### config.mk
export PLATFORM = sky130hd
export DESIGN_NAME = vend_ctrl
export DESIGN_NICKNAME = d
export VERILOG_FILES = /design/src/rtl/vend_pkg.sv /design/src/rtl/coin_edge_detect.sv /design/src/rtl/vend_ctrl.sv
export SDC_FILE = /design/constraint.sdc
export NUM_CORES = 1
export LEC_CHECK = 0
export ABC_AREA = 1
export CORE_MARGIN = 2
export CORE_UTILIZATION = 40
export DETAILED_ROUTE_END_ITERATION = 10
export DONT_BUFFER_PORTS = 1
export HOLD_SLACK_MARGIN = 0.02
export PLACE_DENSITY_LB_ADDON = 0.05
export REMOVE_ABC_BUFFERS = 1
export SLEW_MARGIN = 20
export SYNTH_ARGS = -nofsm -noshare
export SYNTH_HDL_FRONTEND = slang
export SYNTH_HIERARCHICAL = 1
export SYNTH_SLANG_ARGS = --single-unit
### constraint.sdc
create_clock -name clk -period 2.3 [get_ports clk]
set_input_delay 0.46 -clock clk [delete_from_list [all_inputs] [get_ports clk]]
set_output_delay 0.46 -clock clk [all_outputs]
set_load 0.1 [all_outputs]
### src/rtl/vend_pkg.sv
`default_nettype none
// ============================================================================
// Module   : vend_pkg
// Purpose  : Shared types and coin values for the vending controller.
// Revision : 1.0 - initial release
// ============================================================================
package vend_pkg;

    // Controller states; IDLE means zero credit, ACCUM means partial credit
    typedef enum logic [1:0] {
        IDLE   = 2'd0,
        ACCUM  = 2'd1,
        VEND   = 2'd2,
        CHANGE = 2'd3
    } vend_state_t;

    localparam int COIN1  = 1;
    localparam int COIN5  = 5;
    localparam int COIN10 = 10;

endpackage : vend_pkg
`default_nettype wire

### src/rtl/coin_edge_detect.sv
`default_nettype none
// ============================================================================
// Module   : coin_edge_detect
// Purpose  : Turns the three coin levels into one-cycle insertion events.
// Revision : 1.0 - initial release
// ============================================================================
module coin_edge_detect (
    input  logic       clk,
    input  logic       reset,
    input  logic [2:0] coin_lvl,
    output logic [2:0] coin_evt
);

    logic [2:0] r_prev;

    // Remember last cycle's levels; cleared on reset so a coin held across
    // reset release is seen as a fresh insertion exactly once
    always_ff @(posedge clk or posedge reset) begin
        if (reset) begin
            r_prev <= 3'b000;
        end else begin
            r_prev <= coin_lvl;
        end
    end

    assign coin_evt = coin_lvl & ~r_prev;

endmodule : coin_edge_detect
`default_nettype wire

### src/rtl/vend_ctrl.sv
`default_nettype none
// ============================================================================
// Module   : vend_ctrl
// Purpose  : Coin-accumulating vending controller with dispense and change
//            handshakes, cancel/refund and overflow rejection.
// Revision : 1.0 - initial release
// ============================================================================
module vend_ctrl
    import vend_pkg::*;
#(
    parameter int W          = 5,
    parameter int PRICE      = 10,
    parameter int MAX_CREDIT = 31
) (
    input  logic         clk,
    input  logic         reset,
    input  logic         rmb1,
    input  logic         rmb5,
    input  logic         rmb10,
    input  logic         cancel,
    input  logic         dispense_ack,
    input  logic         change_ack,
    output logic [W-1:0] credit,
    output logic         dispense,
    output logic [W-1:0] change,
    output logic         change_valid,
    output logic         coin_reject
);

    // Sums are kept one bit wider than credit so overflow is visible
    localparam logic [W:0]   C_MAX_X   = (W+1)'(MAX_CREDIT);
    localparam logic [W:0]   C_PRICE_X = (W+1)'(PRICE);
    localparam logic [W-1:0] C_PRICE   = W'(PRICE);

    vend_state_t  r_state;
    vend_state_t  w_state_nxt;
    logic [W-1:0] r_credit;
    logic [W-1:0] w_credit_nxt;
    logic         r_reject;
    logic         w_reject_nxt;

    logic [2:0]   w_evt;
    logic         w_any_evt;
    logic [W:0]   w_value;
    logic [W:0]   w_sum;
    logic [W-1:0] w_remain;

    coin_edge_detect u_edge (
        .clk      (clk),
        .reset    (reset),
        .coin_lvl ({rmb10, rmb5, rmb1}),
        .coin_evt (w_evt)
    );

    assign w_any_evt = |w_evt;
    assign w_value   = (w_evt[0] ? (W+1)'(COIN1)  : '0)
                     + (w_evt[1] ? (W+1)'(COIN5)  : '0)
                     + (w_evt[2] ? (W+1)'(COIN10) : '0);
    assign w_sum     = {1'b0, r_credit} + w_value;
    // Never negative: VEND is only entered with credit >= PRICE
    assign w_remain  = r_credit - C_PRICE;

    // State, credit and registered reject pulse
    always_ff @(posedge clk or posedge reset) begin
        if (reset) begin
            r_state  <= IDLE;
            r_credit <= '0;
            r_reject <= 1'b0;
        end else begin
            r_state  <= w_state_nxt;
            r_credit <= w_credit_nxt;
            r_reject <= w_reject_nxt;
        end
    end

    // Next state / next credit; coins win over cancel in the same cycle
    always_comb begin
        w_state_nxt  = r_state;
        w_credit_nxt = r_credit;
        w_reject_nxt = 1'b0;
        case (r_state)
            IDLE, ACCUM: begin
                if (w_any_evt) begin
                    if (w_sum > C_MAX_X) begin
                        w_reject_nxt = 1'b1;
                    end else begin
                        w_credit_nxt = w_sum[W-1:0];
                        w_state_nxt  = (w_sum >= C_PRICE_X) ? VEND : ACCUM;
                    end
                end else if (cancel && (r_state == ACCUM)) begin
                    w_state_nxt = CHANGE;
                end
            end
            VEND: begin
                w_reject_nxt = w_any_evt;
                if (dispense_ack) begin
                    w_credit_nxt = w_remain;
                    w_state_nxt  = (w_remain != '0) ? CHANGE : IDLE;
                end
            end
            CHANGE: begin
                w_reject_nxt = w_any_evt;
                if (change_ack) begin
                    w_credit_nxt = '0;
                    w_state_nxt  = IDLE;
                end
            end
            default: begin
                w_state_nxt  = IDLE;
                w_credit_nxt = '0;
            end
        endcase
    end

    // Moore output decode from registered state and credit
    always_comb begin
        dispense     = 1'b0;
        change_valid = 1'b0;
        change       = '0;
        if (r_state == VEND) begin
            dispense = 1'b1;
        end
        if (r_state == CHANGE) begin
            change_valid = 1'b1;
            change       = r_credit;
        end
    end

    assign credit      = r_credit;
    assign coin_reject = r_reject;

endmodule : vend_ctrl
`default_nettype wire

Word level (Yosys, flattened, before mapping) --
Cells that the tools add are included. W data, S select, Z words.
Word-level totals: bits of input ports 8, logic and storage cells 51, output and inout bits 13, register bits after elaboration 11
Operators by class: $add $sub $neg 4, order comparisons 2, equality and inequality tests 9, bitwise logic cells 2, reductions and logical operators 8, muxes and demuxes 22
Operator list (count):
- $mux W5 | 5
- $pmux W5 S3 | 1
- $mux W2 | 7
- $ne A2 B2 Y1 const B | 4
- $reduce_and A4 Y1 | 2
- $add A5 B5 Y6 | 1
- $ge A6 B4 Y1 const B | 1
- $gt A6 B5 Y1 const B | 1
- $ne A3 B3 Y1 const B | 2
- $pmux W2 S3 | 1
- $add A4 B4 Y5 | 1
- $mux W1 | 5
- $reduce_bool A5 Y1 | 1
- $sub A5 B4 Y5 const B | 1
- $add A1 B3 Y4 | 1
- $eq A2 B2 Y1 const B | 2
- $mux W4 | 1
- $reduce_or A2 Y1 | 2
- $and A3 B3 Y3 | 1
- $mux W3 | 1
- $not A3 Y3 | 1
- $reduce_or A3 Y1 | 1
- $eq A2 B1 Y1 const B | 1
- $logic_not A2 Y1 | 1
- 2 further kinds | 2

Depth between registers and ports, before layout --
Gate-level depths: netlist of run 1.
depth in word-level cells 11, depth in mapped cells 16, mapped depth without buffers 16

Hierarchy --
The synthesis of run 1 kept the hierarchy.
Modules (own cells, without submodules):
- vend_ctrl | sequential area each 200.2 µm², instances 1, area an instance 767.0 µm², cells each 119
- coin_edge_detect | sequential area each 75.1 µm², instances 1, area an instance 108.9 µm², cells each 10

Worst setup path after synthesis of run 1 --
No wires, ideal clock.
path type register -> output, start point register r_credit[1], in the netlist credit[1], end point output change[1], data arrival time 2.532 ns, path slack -0.692 ns, stages on the path, launching flop included 3, required time 1.840 ns, path buffers 0, cells stage by stage dfrtp_1 inv_1 nor2_1
Between the ends: cells in the longest elaborated chain, start to end 1
Ends and longest elaborated chain:
- from (decl) | RTL line vend_ctrl.sv:37 | logic [W-1:0] r_credit;
- from (signal assigned) | RTL line vend_ctrl.sv:71 | r_credit <= w_credit_nxt;
- $mux W5 | RTL line vend_ctrl.sv:123 | if (r_state == CHANGE) begin
- to (decl) | RTL line vend_ctrl.sv:25 | output logic [W-1:0] change,
No other way between the ends.

Worst setup path in the final report of run 1 --
start point register u_edge.r_prev[0], end point register r_state[1]
Between the ends: cells in the longest elaborated chain, start to end 11, elaborated cells between the ends (all ways) 16, classes of those cells add/sub: 3; order compare: 2; eq/ne: 2; mux: 5; bitwise: 2; reduce/logical: 2
Ends and longest elaborated chain:
- from (decl) | RTL line coin_edge_detect.sv:14 | logic [2:0] r_prev;
- from (signal assigned) | RTL line coin_edge_detect.sv:22 | r_prev <= coin_lvl;
- $not A3 Y3 * | RTL line coin_edge_detect.sv:26 | assign coin_evt = coin_lvl & ~r_prev;
- $and A3 B3 Y3 * | RTL line coin_edge_detect.sv:26
- named net w_evt[0] | RTL line vend_ctrl.sv:42 | logic [2:0] w_evt;
- $mux W1 | RTL line vend_ctrl.sv:56 | assign w_value = (w_evt[0] ? (W+1)'(COIN1) : '0)
- $add A1 B3 Y4 | RTL line vend_ctrl.sv:57 | + (w_evt[1] ? (W+1)'(COIN5) : '0)
- $add A4 B4 Y5 | RTL line vend_ctrl.sv:58 | + (w_evt[2] ? (W+1)'(COIN10) : '0);
- $add A5 B5 Y6 | RTL line vend_ctrl.sv:59 | assign w_sum = {1'b0, r_credit} + w_value;
- $ge A6 B4 Y1 | RTL line vend_ctrl.sv:88 | w_state_nxt = (w_sum >= C_PRICE_X) ? VEND : ACCUM;
- $mux W2 | RTL line vend_ctrl.sv:88
- $mux W2 | RTL line vend_ctrl.sv:84 | if (w_sum > C_MAX_X) begin
- $mux W2 | RTL line vend_ctrl.sv:83 | if (w_any_evt) begin
- $pmux W2 S3 | RTL line vend_ctrl.sv:81 | case (r_state)
- to (signal assigned) | RTL line vend_ctrl.sv:70 | r_state <= w_state_nxt;
- to (decl) | RTL line vend_ctrl.sv:35 | vend_state_t r_state;
Mark *: on every way through the listed nets, which the timed path passes. The rest lies on a longest branch. The select of a mux whose other input is x is not followed. A chain may end at the register's enable or synchronous reset.

==> results of run 1 <==
[state kept, by name, summed over array words and instances, names as in the netlist]
register       cells
credit             5
r_state            2
u_edge/r_prev      3
coin_reject        1
[per-stage QoR]
step | setup slack, ns | cells | setup TNS, ns
after floorplan | -0.692 | 129 | -3.36
after global placement | 0.211 | 169 | 0
after detailed placement | 0.150 | 169 | 0
after CTS | 0.233 | 174 | 0
after global routing | 0.0165 | 174 | 0
final | 0.255 | 174 | 0
[metal layers]
metal	global-route usage (%)	share of wire, %	up-vias
met5	0	0	-
met2	32.2	48	24
met3	6.25	5.3	6
li1	-	-	435
met4	4.05	1.4	0
met1	24.5	45	370
[placed cells by master, fill, tap and decap left out]
master	netlist	layout
or2_2	2	2
clkinv_2	0	1
buf_12	0	5
nor2_4	1	2
dfrtp_1	11	11
nor2b_1	1	1
dlygate4sd3_1	0	1
nor3_1	1	1
nor2_2	4	8
clkbuf_4	0	3
o21ai_2	1	1
o21ai_0	2	2
inv_2	4	4
buf_4	0	8
nand2_1	39	39
nand2_2	1	1
fa_1	2	1
inv_1	20	20
nand3_2	2	2
xor2_1	1	1
o22ai_1	2	2
ha_1	4	4
o21ai_1	4	4
a21oi_1	1	1
fa_2	0	1
nor2_1	10	5
nand3_1	14	14
or2_1	1	1
xnor2_1	1	1
[final cells by class]
| cell class | count | share of cell area [%] |
|---|---|---|
| Clock inverter | 1 | 0.444 |
| Timing Repair Buffer | 14 | 15.1 |
| Sequential cell | 11 | 24.4 |
| Inverter | 24 | 7.99 |
| Tap cell | 27 | 3.00 |
| Multi-Input combinational cell | 94 | 47.1 |
| Clock buffer | 3 | 2.00 |
[kinds of logic after synthesis]
group	Yosys count
buffers and inverters	24
XOR/XNOR	2
adder cells (fa/ha/maj)	6
flip-flops	11
AO/OA/AOI/OAI	10
AND/OR/NAND/NOR	76
[critical path: stages, from the launching register on]
cell	delay, ns
dfrtp_1	0.37
nor2_2	0.15
fa_2	0.24
inv_1	0.06
fa_1	0.41
inv_1	0.09
nand3_1	0.06
nand3_1	0.09
nand2_1	0.07
nor2_1	0.12
nand2_1	0.07
nand2_1	0.06
nand2_1	0.05
nand2_1	0.05
nand2_1	0.04
[worst max-delay path by stage]
| stage | startpoint | to | slack (ns) | cells past startpoint |
|---|---|---|---|---|
| floorplan | credit[1] | change[1] | -0.69 | 2 |
| global placement | rmb5 | r_state[1] | 0.21 | 15 |
| detailed placement | rmb5 | r_state[1] | 0.15 | 15 |
| CTS | u_edge/r_prev[1] | r_state[1] | 0.23 | 14 |
| global route | u_edge/r_prev[0] | r_state[1] | 0.02 | 14 |
| finish | u_edge/r_prev[0] | r_state[1] | 0.26 | 14 |
[repair_timing]
action	in CTS	in global routing
endpoints found under the setup margin	0	1
endpoints found under the hold margin	3	0
buffers inserted	0	0
gates resized for setup	0	2
hold buffers	1	0
==> results.yml, run 1 <==
finish:
  layout-drive-gt1-share_pct: 25.9
  fin_nets: 162
  syn_to_final_growth_pct: 28.7
  num_antenna_cells: 0
  regArea_um2: 275
  fin_util_pct: 55.8
  final_area_um2: 1130
  multiInputGateArea_um2: 531
  fillers: 209
sta:
  final_hold_viol_count: 0
  grt_setup_unrepaired: "false"
  fmaxAchievable_mhz: 489
  worstMarginPinSlew_ns: 0.449
  period_share_pct: 88.9
  fin_skew_ns: 0.00571
  holdWs_ns: 0.0168
  setup_viol: 0
  period_needed_ns: 2.04
  drv_slew: 0
  maxSlewHeadroom_pct: 69.8
routing:
  drc: 0
  drt-initial-drc-count: 12
  drtPass1Iterations: 4
  wirelength_um: 2060
  wl_per_cell_um: 11.8
  via_per_inst: 4.80
  route.vias.total: 835
  final_antenna_net_count: 0
logic_synthesis:
  synth-edff-count: 0
  synth_ff_type: "dfrtp_1"
  yosysTopAreaCellShare_pct: 31.4
  synth_xor_area_share_pct: 2.00
  synth_simple_gate_area_share_pct: 39.6
  synth_seq_area_share_pct: 31.4
  synth-compound-area-share_pct: 6.43
  yosysMostFrequentCell: "nand2_1"
  synth_top_family_by_area: "simple AND/OR/NAND/NOR gates"
  ys_types: 23
  synthCells: 129
  synthArstFlopShare_pct: 100
  synthAdderAreaFrac_pct: 10.3
  postSynthAreaPerCell_um2: 6.79
  yosys_warnings: 6
  ys_seq_elements: 11
  synthMuxAreaShare_pct: 0
  yosys.area.top_type: "dfrtp_1"
  syn_area_um2: 876
  synthTopCellsByCount: "nand2_1, inv_1, nand3_1"
  synth_area_leaders: "dfrtp_1, nand2_1, inv_1"
setup_path:
  end_kind: "flip-flop"
  required_ns: 2.47
  reg2reg_to: "r_state[1]"
  critPathKind: "flip-flop to flip-flop"
  crit_fanout: 3
  timing.rr.start: "u_edge/r_prev[0]"
  crit_arrival_ns: 2.21
  r2r_slack_ns: 0.26
  reg2regPathDepth: 14
  cp-start-kind: "flip-flop"
floorplan:
  die_h_um: 50.8
  die_w_um: 50.8
  dieArea_um2: 2580
  core_um2: 2020
  rows: 16
  num_io_pins: 21
  start_util_pct: 43.3
clocking:
  cts_tree: "yes"
  cts_root_buf: "clkbuf_4"
  insertion_delay_ns: 0.28
  clockBufferDepth: 2
  cts_sinks: 11
  clk_pin_slew_ns: 0.08
  htreeDepth: 1
  cts_buffers: 3
worst_hold_path:
  hp-class: "input port to asynchronous set/reset pin"
global_route:
  track_usage_pct: 19.4
  first_global_vias: 809
  grt_max_degree: 11
  grt_pass1_wl_um: 3680
  antenna_found_initial: 0
  grt-ovfl-total: 0
placement:
  dpl_cell_area_um2: 1080
  place.gp.congestion: 0.831
  port_buffers: 0
  dp_hpwl_um: 1670
run_status:
  outcome: "finished, final reports clean"
flow_run:
  drv_cap: 0
Power of run 1 is left out: the tool's default activity adds up to more than one toggle a clock period on the data nets, which glitch-free logic cannot reach.
==> run 2: changes to the inputs <==
--- a/config.mk
+++ b/config.mk
@@ -13,6 +13,7 @@
 export HOLD_SLACK_MARGIN = 0.02
 export PLACE_DENSITY_LB_ADDON = 0.05
 export REMOVE_ABC_BUFFERS = 1
+export SETUP_SLACK_MARGIN = 0.5
 export SLEW_MARGIN = 20
 export SYNTH_ARGS = -nofsm -noshare
 export SYNTH_HDL_FRONTEND = slang
==> run 2 against run 1 <==
Critical path depth stayed put. Core utilization is 7.2 points higher. Final area is 13% higher. Hold slack worse by 0.0019 ns. Routed wire length is 7.1% higher. Die area stayed put. Sequential cell count stayed put. Non-clock buffer count is 6 higher. Clock skew is 0.0011 ns lower. Maximum frequency is 8.2% higher. First-iteration DRC count is 33% lower. Global-route usage is 0.75 points higher.
==> results.yml, run 2 (synthesis results as in run 1) <==
finish:
  num_antenna_cells: 0
  fin_util_pct: 62.9
  largest_register_ffs: 5
  fin_nets: 168
  syn_to_final_growth_pct: 45.3
  layout-drive-gt1-share_pct: 38.6
  layout_commonest_cell: "nand2_1"
  mostFrequentLayoutCells: "nand2_1, inv_1, nand3_1"
routing:
  drt-initial-drc-count: 8
  final_antenna_net_count: 0
  drtPass1Iterations: 4
  drc: 0
  via_per_inst: 4.93
  wirelength_um: 2200
  wl_per_cell_um: 12.2
  route.vias.total: 888
floorplan:
  rows: 16
  die_w_um: 50.8
  num_io_pins: 21
  core_um2: 2020
  die_h_um: 50.8
  dieArea_um2: 2580
  start_util_pct: 43.3
global_route:
  antenna_found_initial: 0
  track_usage_pct: 20.1
  grt_pass1_wl_um: 3830
  grt-ovfl-total: 0
  first_global_vias: 844
  grt_max_degree: 11
sta:
  maxSlewHeadroom_pct: 71.1
  grt_setup_unrepaired: "true"
  drv_slew: 0
  fin_skew_ns: 0.00458
  setup_viol: 0
  period_needed_ns: 1.89
  final_hold_viol_count: 0
  period_share_pct: 82.1
  fmaxAchievable_mhz: 529
  worstMarginPinSlew_ns: 0.430
placement:
  port_buffers: 0
  place.gp.congestion: 0.831
  dp_hpwl_um: 1670
setup_path:
  crit_arrival_ns: 2.06
  critPathKind: "flip-flop to flip-flop"
  crit_slowest_cell: "dfrtp_1"
  crit_chain: "nor2_4 -> fa_2 -> inv_2 -> fa_2 -> inv_2 -> nand3_2 -> nand3_2 -> nand2_2 -> nor2_2 -> nand2_1 -> nand2_1 -> nand2_1 -> nand2_1 -> nand2_1"
  end_kind: "flip-flop"
  r2r_slack_ns: 0.41
  required_ns: 2.47
  timing.rr.start: "u_edge/r_prev[0]"
  reg2regPathDepth: 14
  reg2reg_to: "r_state[1]"
  cpPeakStageDelay_ns: 0.40
  crit_top_cell: "nand2_1"
  crit_fanout: 2
  cp-start-kind: "flip-flop"
  worstSetupPathDepth: 14
  cp.buffers_inverters: 2
  crit_family: "simple AND/OR/NAND/NOR gates"
clocking:
  cts_root_buf: "clkbuf_4"
  cts_sinks: 11
  cts_tree: "yes"
  htreeDepth: 1
  cts_buffers: 3
  clockBufferDepth: 2
  clk_pin_slew_ns: 0.08
  insertion_delay_ns: 0.28
worst_hold_path:
  hp-class: "input port to asynchronous set/reset pin"
flow_run:
  drv_cap: 0
run_status:
  outcome: "finished, final reports clean"
==> run 2: changes by cell type in the layout (fill, tap and decap cells not counted), moves of 3 or more <==
cell and change:
nor2_4 +3, buf_6 +3, nand2_1 -4, nand3_2 +3, nand3_1 -3, nand2_2 +4
==> run 2: worst max-delay path by stage <==
| stage | from | slack [ns] | end |
|---|---|---|---|
| 2_1_floorplan | credit[1] | -0.69 | change[1] |
| 5_1_grt | u_edge/r_prev[1] | 0.23 | r_state[1] |
| 3_5_place_dp | rmb5 | 0.15 | r_state[1] |
| 3_3_place_gp | rmb5 | 0.21 | r_state[1] |
| 4_1_cts | u_edge/r_prev[1] | 0.36 | r_state[1] |
| 6_report | u_edge/r_prev[0] | 0.41 | r_state[1] |
==> run 2: metal layers <==
metal	wire, um	part of all wire (%)	track usage [%]	vias to the layer above
met5	0	0	0	-
li1	-	-	-	447
met1	944	43	24.9	409
met2	1090	50	33.3	25
met4	47	2.1	5.86	0
met3	117	5.3	6.55	7
==> run 2: area by class of cell <==
| type | count | area [um2] |
|---|---|---|
| clock buffers | 3 | 22.5 |
| clock inverters | 1 | 5.00 |
| fillers | 185 | 749 |
| inverters | 24 | 90.1 |
| multi-input cells | 94 | 598 |
| flip-flops and latches | 11 | 277 |
| well taps | 27 | 33.8 |
| repair buffers | 20 | 246 |
==> run 2: per-stage QoR <==
stage	worst slack, ns	hold WS (ns)	instance area (um2)	cells	setup TNS (ns)
after floorplan	-0.692	0.214	876	129	-3.36
after global placement	0.211	0.222	1080	169	0
after detailed placement	0.150	0.221	1080	169	0
after CTS	0.363	0.0279	1220	178	0
after global routing	0.234	0.0366	1270	180	0
final	0.411	0.0150	1270	180	0
==> run 2: repair_timing <==
item / CTS / global route
endpoints found under the setup margin: 10 / 14
pin swaps: 12 / 10
resized for setup: 19 / 10
hold buffers: 1 / 0
endpoints found under the hold margin: 3 / 0
setup buffers: 4 / 2
Power of run 2 is left out for the same reason.
